===== config.mk =====
export PLATFORM = sky130hd
export DESIGN_NAME = axil_cmd_master_flat
export DESIGN_NICKNAME = d
export VERILOG_FILES = /design/src/rtl/axil_cmd_master_if.sv /design/src/rtl/axil_cmd_master.sv /design/src/flat_wrapper.sv
export SDC_FILE = /design/constraint.sdc
export NUM_CORES = 1
export LEC_CHECK = 0
export CAP_MARGIN = 15
export CORE_MARGIN = 2
export CORE_UTILIZATION = 30
export CTS_BUF_LIST = sky130_fd_sc_hd__clkbuf_2
export CTS_CLUSTER_DIAMETER = 200
export DETAILED_ROUTE_END_ITERATION = 6
export PLACE_DENSITY_LB_ADDON = 0.3
export SETUP_SLACK_MARGIN = 0.05
export SYNTH_ARGS = -nofsm -noshare
export SYNTH_HDL_FRONTEND = slang
export SYNTH_SLANG_ARGS = --single-unit

===== constraint.sdc =====
create_clock -name i_clk -period 5.35 [get_ports i_clk]
set_input_delay 1.07 -clock i_clk [delete_from_list [all_inputs] [get_ports i_clk]]
set_output_delay 1.07 -clock i_clk [all_outputs]
set_load 0.02 [all_outputs]

===== src/rtl/axil_cmd_master_if.sv =====
// axil_cmd_master_if: AXI4-Lite master/slave signal bundle
interface axil_cmd_master_if #(
  parameter int ADDR_W = 4,
  parameter int DATA_W = 32
);
  logic                  awvalid;
  logic                  awready;
  logic [ADDR_W-1:0]     awaddr;
  logic [2:0]            awprot;
  logic                  wvalid;
  logic                  wready;
  logic [DATA_W-1:0]     wdata;
  logic [DATA_W/8-1:0]   wstrb;
  logic                  bvalid;
  logic                  bready;
  logic [1:0]            bresp;
  logic                  arvalid;
  logic                  arready;
  logic [ADDR_W-1:0]     araddr;
  logic [2:0]            arprot;
  logic                  rvalid;
  logic                  rready;
  logic [DATA_W-1:0]     rdata;
  logic [1:0]            rresp;
  modport master (
    output awvalid, awaddr, awprot, wvalid, wdata, wstrb, bready, arvalid, araddr, arprot, rready,
    input  awready, wready, bvalid, bresp, arready, rvalid, rdata, rresp
  );
  modport slave (
    input  awvalid, awaddr, awprot, wvalid, wdata, wstrb, bready, arvalid, araddr, arprot, rready,
    output awready, wready, bvalid, bresp, arready, rvalid, rdata, rresp
  );
endinterface


===== src/rtl/axil_cmd_master.sv =====
// axil_cmd_master: queued command port to AXI4-Lite master, one transaction in flight, with response timeout
module axil_cmd_master #(
  parameter int         ADDR_W    = 4,
  parameter int         DATA_W    = 32,
  parameter int         CMD_DEPTH = 4,
  parameter int         TIMEOUT   = 1023,
  parameter logic [2:0] PROT      = 3'b000
) (
  input  logic                i_clk,
  input  logic                i_reset,
  input  logic                i_valid,
  input  logic                i_write,
  input  logic [ADDR_W-1:0]   i_addr,
  input  logic [DATA_W-1:0]   i_data,
  input  logic [DATA_W/8-1:0] i_strb,
  output logic                o_cmd_busy,
  output logic                o_rsp_stb,
  output logic [DATA_W-1:0]   o_rsp_word,
  output logic [1:0]          o_rsp_err,
  output logic                o_rsp_timeout,
  axil_cmd_master_if.master   m_axi
);
  localparam int STRB_W = DATA_W / 8;
  localparam int PW = $clog2(CMD_DEPTH);
  localparam int CW = PW + 1;
  localparam int EW = 1 + ADDR_W + DATA_W + STRB_W;
  localparam int TW = TIMEOUT > 0 ? $clog2(TIMEOUT + 1) : 1;
  localparam logic [TW-1:0] TLIM = TW'(TIMEOUT > 0 ? TIMEOUT - 1 : 0);

  typedef enum logic [2:0] {IDLE, WR_ADDR_DATA, WAIT_B, RD_ADDR, WAIT_R, DRAIN} state_t;

  logic [EW-1:0] mem [CMD_DEPTH];
  logic [PW-1:0] wr_ptr, rd_ptr;
  logic [CW-1:0] count;
  logic [EW-1:0] head;
  logic push, pop, rsp_hs;

  state_t state, state_n;
  logic aw_v, w_v, ar_v, b_r, r_r;
  logic aw_n, w_n, ar_n, b_n, r_n;
  logic [ADDR_W-1:0] addr_q, addr_n;
  logic [DATA_W-1:0] data_q, data_n;
  logic [STRB_W-1:0] strb_q, strb_n;
  logic [TW-1:0] tcnt, tcnt_n;
  logic stb_n, to_n;
  logic [DATA_W-1:0] word_n;
  logic [1:0] err_n;

  assign push = i_valid && !o_cmd_busy;
  assign o_cmd_busy = count == CW'(CMD_DEPTH);
  assign head = mem[rd_ptr];
  assign rsp_hs = (b_r && m_axi.bvalid) || (r_r && m_axi.rvalid);

  always_ff @(posedge i_clk)
    if (push) mem[wr_ptr] <= {i_write, i_addr, i_data, i_strb};

  always_ff @(posedge i_clk)
    if (i_reset) begin
      wr_ptr <= '0;
      rd_ptr <= '0;
      count  <= '0;
    end else begin
      wr_ptr <= wr_ptr + PW'(push);
      rd_ptr <= rd_ptr + PW'(pop);
      count  <= count + CW'(push) - CW'(pop);
    end

  // Every registered output has a *_n twin so the next-state process owns all decisions.
  always_comb begin
    state_n = state;
    aw_n    = aw_v;
    w_n     = w_v;
    ar_n    = ar_v;
    b_n     = b_r;
    r_n     = r_r;
    addr_n  = addr_q;
    data_n  = data_q;
    strb_n  = strb_q;
    tcnt_n  = &tcnt ? tcnt : tcnt + 1'b1;
    stb_n   = 1'b0;
    to_n    = 1'b0;
    word_n  = o_rsp_word;
    err_n   = o_rsp_err;
    pop     = 1'b0;
    case (state)
      IDLE: if (count != '0) begin
        pop = 1'b1;
        {addr_n, data_n, strb_n} = head[EW-2:0];
        aw_n = head[EW-1];
        w_n  = head[EW-1];
        ar_n = !head[EW-1];
        state_n = head[EW-1] ? WR_ADDR_DATA : RD_ADDR;
      end
      WR_ADDR_DATA: begin
        aw_n = aw_v && !m_axi.awready;
        w_n  = w_v && !m_axi.wready;
        if (!aw_n && !w_n) begin
          b_n = 1'b1;
          tcnt_n = '0;
          state_n = WAIT_B;
        end
      end
      RD_ADDR: if (m_axi.arready) begin
        ar_n = 1'b0;
        r_n = 1'b1;
        tcnt_n = '0;
        state_n = WAIT_R;
      end
      WAIT_B, WAIT_R: if (rsp_hs) begin
        b_n = 1'b0;
        r_n = 1'b0;
        stb_n = 1'b1;
        err_n = state == WAIT_B ? m_axi.bresp : m_axi.rresp;
        word_n = state == WAIT_R ? m_axi.rdata : '0;
        state_n = IDLE;
      end else if (TIMEOUT != 0 && tcnt == TLIM) begin
        // Ready stays high so DRAIN can swallow the late response.
        stb_n = 1'b1;
        to_n = 1'b1;
        err_n = 2'b11;
        word_n = '0;
        state_n = DRAIN;
      end
      DRAIN: if (rsp_hs) begin
        b_n = 1'b0;
        r_n = 1'b0;
        state_n = IDLE;
      end
      default: state_n = IDLE;
    endcase
  end

  always_ff @(posedge i_clk)
    if (i_reset) begin
      state         <= IDLE;
      aw_v          <= 1'b0;
      w_v           <= 1'b0;
      ar_v          <= 1'b0;
      b_r           <= 1'b0;
      r_r           <= 1'b0;
      addr_q        <= '0;
      data_q        <= '0;
      strb_q        <= '0;
      tcnt          <= '0;
      o_rsp_stb     <= 1'b0;
      o_rsp_word    <= '0;
      o_rsp_err     <= '0;
      o_rsp_timeout <= 1'b0;
    end else begin
      state         <= state_n;
      aw_v          <= aw_n;
      w_v           <= w_n;
      ar_v          <= ar_n;
      b_r           <= b_n;
      r_r           <= r_n;
      addr_q        <= addr_n;
      data_q        <= data_n;
      strb_q        <= strb_n;
      tcnt          <= tcnt_n;
      o_rsp_stb     <= stb_n;
      o_rsp_word    <= word_n;
      o_rsp_err     <= err_n;
      o_rsp_timeout <= to_n;
    end

  assign m_axi.awvalid = aw_v;
  assign m_axi.awaddr  = addr_q;
  assign m_axi.awprot  = PROT;
  assign m_axi.wvalid  = w_v;
  assign m_axi.wdata   = data_q;
  assign m_axi.wstrb   = strb_q;
  assign m_axi.bready  = b_r;
  assign m_axi.arvalid = ar_v;
  assign m_axi.araddr  = addr_q;
  assign m_axi.arprot  = PROT;
  assign m_axi.rready  = r_r;
endmodule


===== src/flat_wrapper.sv =====
// flat-port wrapper written by rule: the top's interface ports become plain ports
module axil_cmd_master_flat 
#(
  parameter int         ADDR_W    = 4,
  parameter int         DATA_W    = 32,
  parameter int         CMD_DEPTH = 4,
  parameter int         TIMEOUT   = 1023,
  parameter logic [2:0] PROT      = 3'b000
)
  (i_clk, i_reset, i_valid, i_write, i_addr, i_data, i_strb, o_cmd_busy, o_rsp_stb, o_rsp_word, o_rsp_err, o_rsp_timeout, m_axi_awvalid, m_axi_awaddr, m_axi_awprot, m_axi_wvalid, m_axi_wdata, m_axi_wstrb, m_axi_bready, m_axi_arvalid, m_axi_araddr, m_axi_arprot, m_axi_rready, m_axi_awready, m_axi_wready, m_axi_bvalid, m_axi_bresp, m_axi_arready, m_axi_rvalid, m_axi_rdata, m_axi_rresp);
  axil_cmd_master_if #(.ADDR_W(ADDR_W), .DATA_W(DATA_W)) m_axi_i ();
  input  logic i_clk;
  input  logic i_reset;
  input  logic i_valid;
  input  logic i_write;
  input  logic [ADDR_W-1:0] i_addr;
  input  logic [DATA_W-1:0] i_data;
  input  logic [DATA_W/8-1:0] i_strb;
  output logic o_cmd_busy;
  output logic o_rsp_stb;
  output logic [DATA_W-1:0] o_rsp_word;
  output logic [1:0] o_rsp_err;
  output logic o_rsp_timeout;
  output wire logic [$bits(m_axi_i.awvalid)-1:0] m_axi_awvalid;
  output wire logic [$bits(m_axi_i.awaddr)-1:0] m_axi_awaddr;
  output wire logic [$bits(m_axi_i.awprot)-1:0] m_axi_awprot;
  output wire logic [$bits(m_axi_i.wvalid)-1:0] m_axi_wvalid;
  output wire logic [$bits(m_axi_i.wdata)-1:0] m_axi_wdata;
  output wire logic [$bits(m_axi_i.wstrb)-1:0] m_axi_wstrb;
  output wire logic [$bits(m_axi_i.bready)-1:0] m_axi_bready;
  output wire logic [$bits(m_axi_i.arvalid)-1:0] m_axi_arvalid;
  output wire logic [$bits(m_axi_i.araddr)-1:0] m_axi_araddr;
  output wire logic [$bits(m_axi_i.arprot)-1:0] m_axi_arprot;
  output wire logic [$bits(m_axi_i.rready)-1:0] m_axi_rready;
  input wire logic [$bits(m_axi_i.awready)-1:0] m_axi_awready;
  input wire logic [$bits(m_axi_i.wready)-1:0] m_axi_wready;
  input wire logic [$bits(m_axi_i.bvalid)-1:0] m_axi_bvalid;
  input wire logic [$bits(m_axi_i.bresp)-1:0] m_axi_bresp;
  input wire logic [$bits(m_axi_i.arready)-1:0] m_axi_arready;
  input wire logic [$bits(m_axi_i.rvalid)-1:0] m_axi_rvalid;
  input wire logic [$bits(m_axi_i.rdata)-1:0] m_axi_rdata;
  input wire logic [$bits(m_axi_i.rresp)-1:0] m_axi_rresp;
  assign m_axi_awvalid = m_axi_i.awvalid;
  assign m_axi_awaddr = m_axi_i.awaddr;
  assign m_axi_awprot = m_axi_i.awprot;
  assign m_axi_wvalid = m_axi_i.wvalid;
  assign m_axi_wdata = m_axi_i.wdata;
  assign m_axi_wstrb = m_axi_i.wstrb;
  assign m_axi_bready = m_axi_i.bready;
  assign m_axi_arvalid = m_axi_i.arvalid;
  assign m_axi_araddr = m_axi_i.araddr;
  assign m_axi_arprot = m_axi_i.arprot;
  assign m_axi_rready = m_axi_i.rready;
  assign m_axi_i.awready = m_axi_awready;
  assign m_axi_i.wready = m_axi_wready;
  assign m_axi_i.bvalid = m_axi_bvalid;
  assign m_axi_i.bresp = m_axi_bresp;
  assign m_axi_i.arready = m_axi_arready;
  assign m_axi_i.rvalid = m_axi_rvalid;
  assign m_axi_i.rdata = m_axi_rdata;
  assign m_axi_i.rresp = m_axi_rresp;
  axil_cmd_master #(.ADDR_W(ADDR_W), .DATA_W(DATA_W), .CMD_DEPTH(CMD_DEPTH), .TIMEOUT(TIMEOUT), .PROT(PROT)) u_core (.i_clk(i_clk), .i_reset(i_reset), .i_valid(i_valid), .i_write(i_write), .i_addr(i_addr), .i_data(i_data), .i_strb(i_strb), .o_cmd_busy(o_cmd_busy), .o_rsp_stb(o_rsp_stb), .o_rsp_word(o_rsp_word), .o_rsp_err(o_rsp_err), .o_rsp_timeout(o_rsp_timeout), .m_axi(m_axi_i));
endmodule

==> results_dict.tcl <==
set metrics [dict create \
    max_stage_delay_ns 0.68 \
    drv_cap 0 \
    syn_area_per_cell_sq_um 15.4 \
    drt_iter0_markers 231 \
    hold_buffers 0 \
    fp-row-count 66 \
    clock.fmax_mhz 313 \
    die_x_um 184 \
    synth_top_flop_cell "edfxtp_1" \
    outcome "finished clean" \
    nNetsFinal 940 \
    syn_to_final_growth_pct 28.9 \
    post_cts.repair.setup_buffers 0 \
    cp_max_fo 3 \
    rsz0062_at_grt "false" \
    max-vdd-ir-drop_uv 207 \
    grt_overflow_total 0 \
    die_area_sq_um 34000 \
    synth_top_cell_area_share_pct 50.5 \
    io_pins 177 \
    power.density_nw_per_um2 459 \
    drt_pass1_iterations 4 \
    core-area_sq_um 32300 \
    hold_viol 0 \
    die_y_um 184 \
    cp-end-kind "output port" \
    antenna_found_initial 1 \
    netlist_area_sq_um 9760 \
    ys_warn_count 0 \
    hold_path_class "reg -> reg" \
    synth-edff-count 164 \
    place_hpwl_mm 13.0 \
    cts_buffers 71 \
    fin_crit_ns 3.19 \
    ys_ff_latch 265 \
    synthCells 635 \
    rr_startpoint "u_core.state[0]$_SDFFE_PP0P_" \
    cp_cell_sequence "inv_1 > and3_1 > clkdlybuf4s50_1" \
    cp.depth 3 \
    synth_area_leaders "edfxtp_1 (50%), dfxtp_1 (21%), mux4_2 (9.5%), nand2_1 (3.3%), a22o_1 (3.0%)" \
    cts_tree "built" \
    start_util_pct 30.2 \
    crit_start "u_core.count[1]$_SDFF_PP0_" \
    ys_types 48 \
    setup_tns_ns 0 \
    final_cell_area_sq_um 12600 \
    grt_pass1_wl_mm 33.0 \
    ys_seq_area_share_pct 71.2 \
    postRouteAntennaNets 0 \
    clk_path_buf_depth 3 \
    gp_congestion 0.727 \
    cts_num_sinks 265 \
    wirelength_mm 21.7 \
    r2r_slack_ns 2.27 \
    total_leakage_power_nw 4.37 \
    root_buffer "clkbuf_2" \
    insertion_delay_ns 0.83 \
    grt.total_usage_pct 12.7 \
    max-slew-margin-rel_pct 31.3 \
    slowest_stage "clkdlybuf4s50_1" \
    timing.rr.end "u_core.count[2]$_SDFF_PP0_" \
    grt_pass1_vias 6202 \
    path_clk_slew_ns 0.09 \
    start_kind "register" \
    post_cts.resized_instances 0 \
    via_per_inst 4.45 \
    async_flop_share_pct 0 \
    clock_skew_ns 0.0757 \
    worst_slew_pin_slew_ns 1.03 \
    worstPathRequired_ns 4.28 \
    place_area_sq_um 11900 \
    portBuffers 170 \
    crit_family "buffers and inverters" \
    cts_htree_levels 3 \
    maxSlewViolCount 0 \
    drcViolationCount 0 \
    path_buf_inv 2 \
    grt_max_degree 60 \
    finalCritPeriodShare_pct 59.7 \
    synth_largest_area_cell "edfxtp_1" \
    post_drt_wl_per_cell_um 16.1 \
    cp-endpoint "o_cmd_busy" \
    drive_gt1_share_pct 19.6 \
    vias 5988 \
    path_class "reg -> out" \
    worstRegToRegCells 10 \
    worst-endpoint-arrival_ns 2.12 \
    setup_viol 0 \
]
[where the power goes]
| part | internal, mW | switching [mW] | total, mW |
|---|---|---|---|
| combinational | 0.746 | 0.876 | 1.62 |
| sequential | 2.49 | 0.211 | 2.70 |
| clock | 0.626 | 0.822 | 1.45 |
| total | 3.87 | 1.91 | 5.77 |
[Yosys cell counts (3+ instances only)]
cell	instances
buf_6	3
dfxtp_1	101
a22o_1	33
nand2b_1	6
a211oi_1	5
mux4_2	41
buf_2	8
nor2_1	23
edfxtp_1	164
nor2b_1	5
inv_1	10
xor2_1	4
buf_4	11
nand2_1	86
and3_1	6
o21ai_0	3
a21oi_1	48
ha_1	6
nand4_1	3
nor3_1	3
nand3_1	8
xnor2_1	5
clkbuf_1	21
[flip-flops by register name, indices dropped and copies added, names as in the netlist, 2 cells and up]
name                 count
u_core.rd_ptr            2
u_core.m_axi.araddr      4
u_core.tcnt             10
u_core.mem             164
u_core.m_axi.wdata      32
u_core.o_rsp_err         2
u_core.m_axi.wstrb       4
u_core.count             3
u_core.state             3
u_core.wr_ptr            2
u_core.o_rsp_word       32
[cell type report]
cell class                      instances  area (sq um)
Antenna cell                            2          5.00
Fill cell                            3101         19700
Sequential cell                       265          6950
Clock inverter                         21           155
Clock buffer                          105           526
Multi-Input combinational cell        320          2580
Tap cell                              442           553
Inverter                               11          41.3
Timing Repair Buffer                  179          1760
[kinds of logic (layout without fill, tap and decap cells)]
kind of cell	after synthesis	after routing	synth area share, %
flops	265	265	71.2
fa+ha+maj	7	7	0.975
simple gates	150	150	7.07
mux	43	43	9.67
xor+xnor	9	9	0.808
compound gates	105	105	7.37
other cells	1	8	0.0384
buf+inv	55	316	2.87
[layer usage]
layer  global-route usage [%]  share of wire (%)
met2                     21.2                 48
met3                     4.64                7.3
met1                     14.8                 43
met4                     4.93                1.7
met5                        0                  0
[worst min-delay path: cells and delay by family (launching register included)]
kind | cells | cell delay (ns)
simple gates | 1 | 0.05
flops | 1 | 0.32
compound gates | 1 | 0.05
[cell usage in the layout, fill, tap and decap left out, types with 3 or more instances in the layout]
cell type | Yosys | final
a22o_1 | 33 | 33
inv_1 | 10 | 10
a21oi_1 | 48 | 48
clkdlybuf4s50_1 | 0 | 169
edfxtp_1 | 164 | 164
nor2b_1 | 5 | 5
dfxtp_1 | 101 | 99
a211oi_1 | 5 | 5
and3_1 | 6 | 5
xor2_1 | 4 | 4
mux4_2 | 41 | 41
o21ai_0 | 3 | 3
buf_4 | 11 | 9
clkinvlp_4 | 0 | 3
nand3_1 | 8 | 8
nand4_1 | 3 | 3
nand2_1 | 86 | 86
nor2_1 | 23 | 22
nand2b_1 | 6 | 5
clkbuf_2 | 0 | 105
ha_1 | 6 | 6
clkinv_1 | 0 | 12
xnor2_1 | 5 | 5
conb_1 | 1 | 6
[worst min path at each step]
stage / to / cells past startpoint / startpoint
finish: u_core.m_axi.wstrb[1]$_SDFFE_PP0P_ / 2 / u_core.m_axi.wstrb[1]$_SDFFE_PP0P_
CTS: u_core.m_axi.wstrb[1]$_SDFFE_PP0P_ / 2 / u_core.m_axi.wstrb[1]$_SDFFE_PP0P_
global placement: u_core.m_axi.wdata[17]$_SDFFE_PP0P_ / 2 / u_core.m_axi.wdata[17]$_SDFFE_PP0P_
floorplan: u_core.tcnt[7]$_SDFF_PP0_ / 2 / u_core.tcnt[7]$_SDFF_PP0_
detailed placement: u_core.m_axi.wdata[15]$_SDFFE_PP0P_ / 2 / u_core.m_axi.wdata[15]$_SDFFE_PP0P_
global route: u_core.m_axi.wdata[2]$_SDFFE_PP0P_ / 2 / u_core.m_axi.wdata[2]$_SDFFE_PP0P_
[per-stage QoR]
stage | utilization (%) | hold slack (ns) | power (mW) | instances | setup slack (ns)
finish | 38.9 | 0.459 | 5.77 | 1345 | 2.16
global route | 38.9 | 0.484 | 6.15 | 1344 | 1.98
CTS | 38.9 | 0.463 | 5.91 | 1343 | 2.06
detailed placement | 36.8 | 0.449 | 4.42 | 1217 | 1.89
global placement | 36.8 | 0.443 | 4.40 | 1217 | 1.89
floorplan | - | 0.472 | 3.74 | 640 | 0.668
No activity file was read; power rests on OpenSTA's default activity.
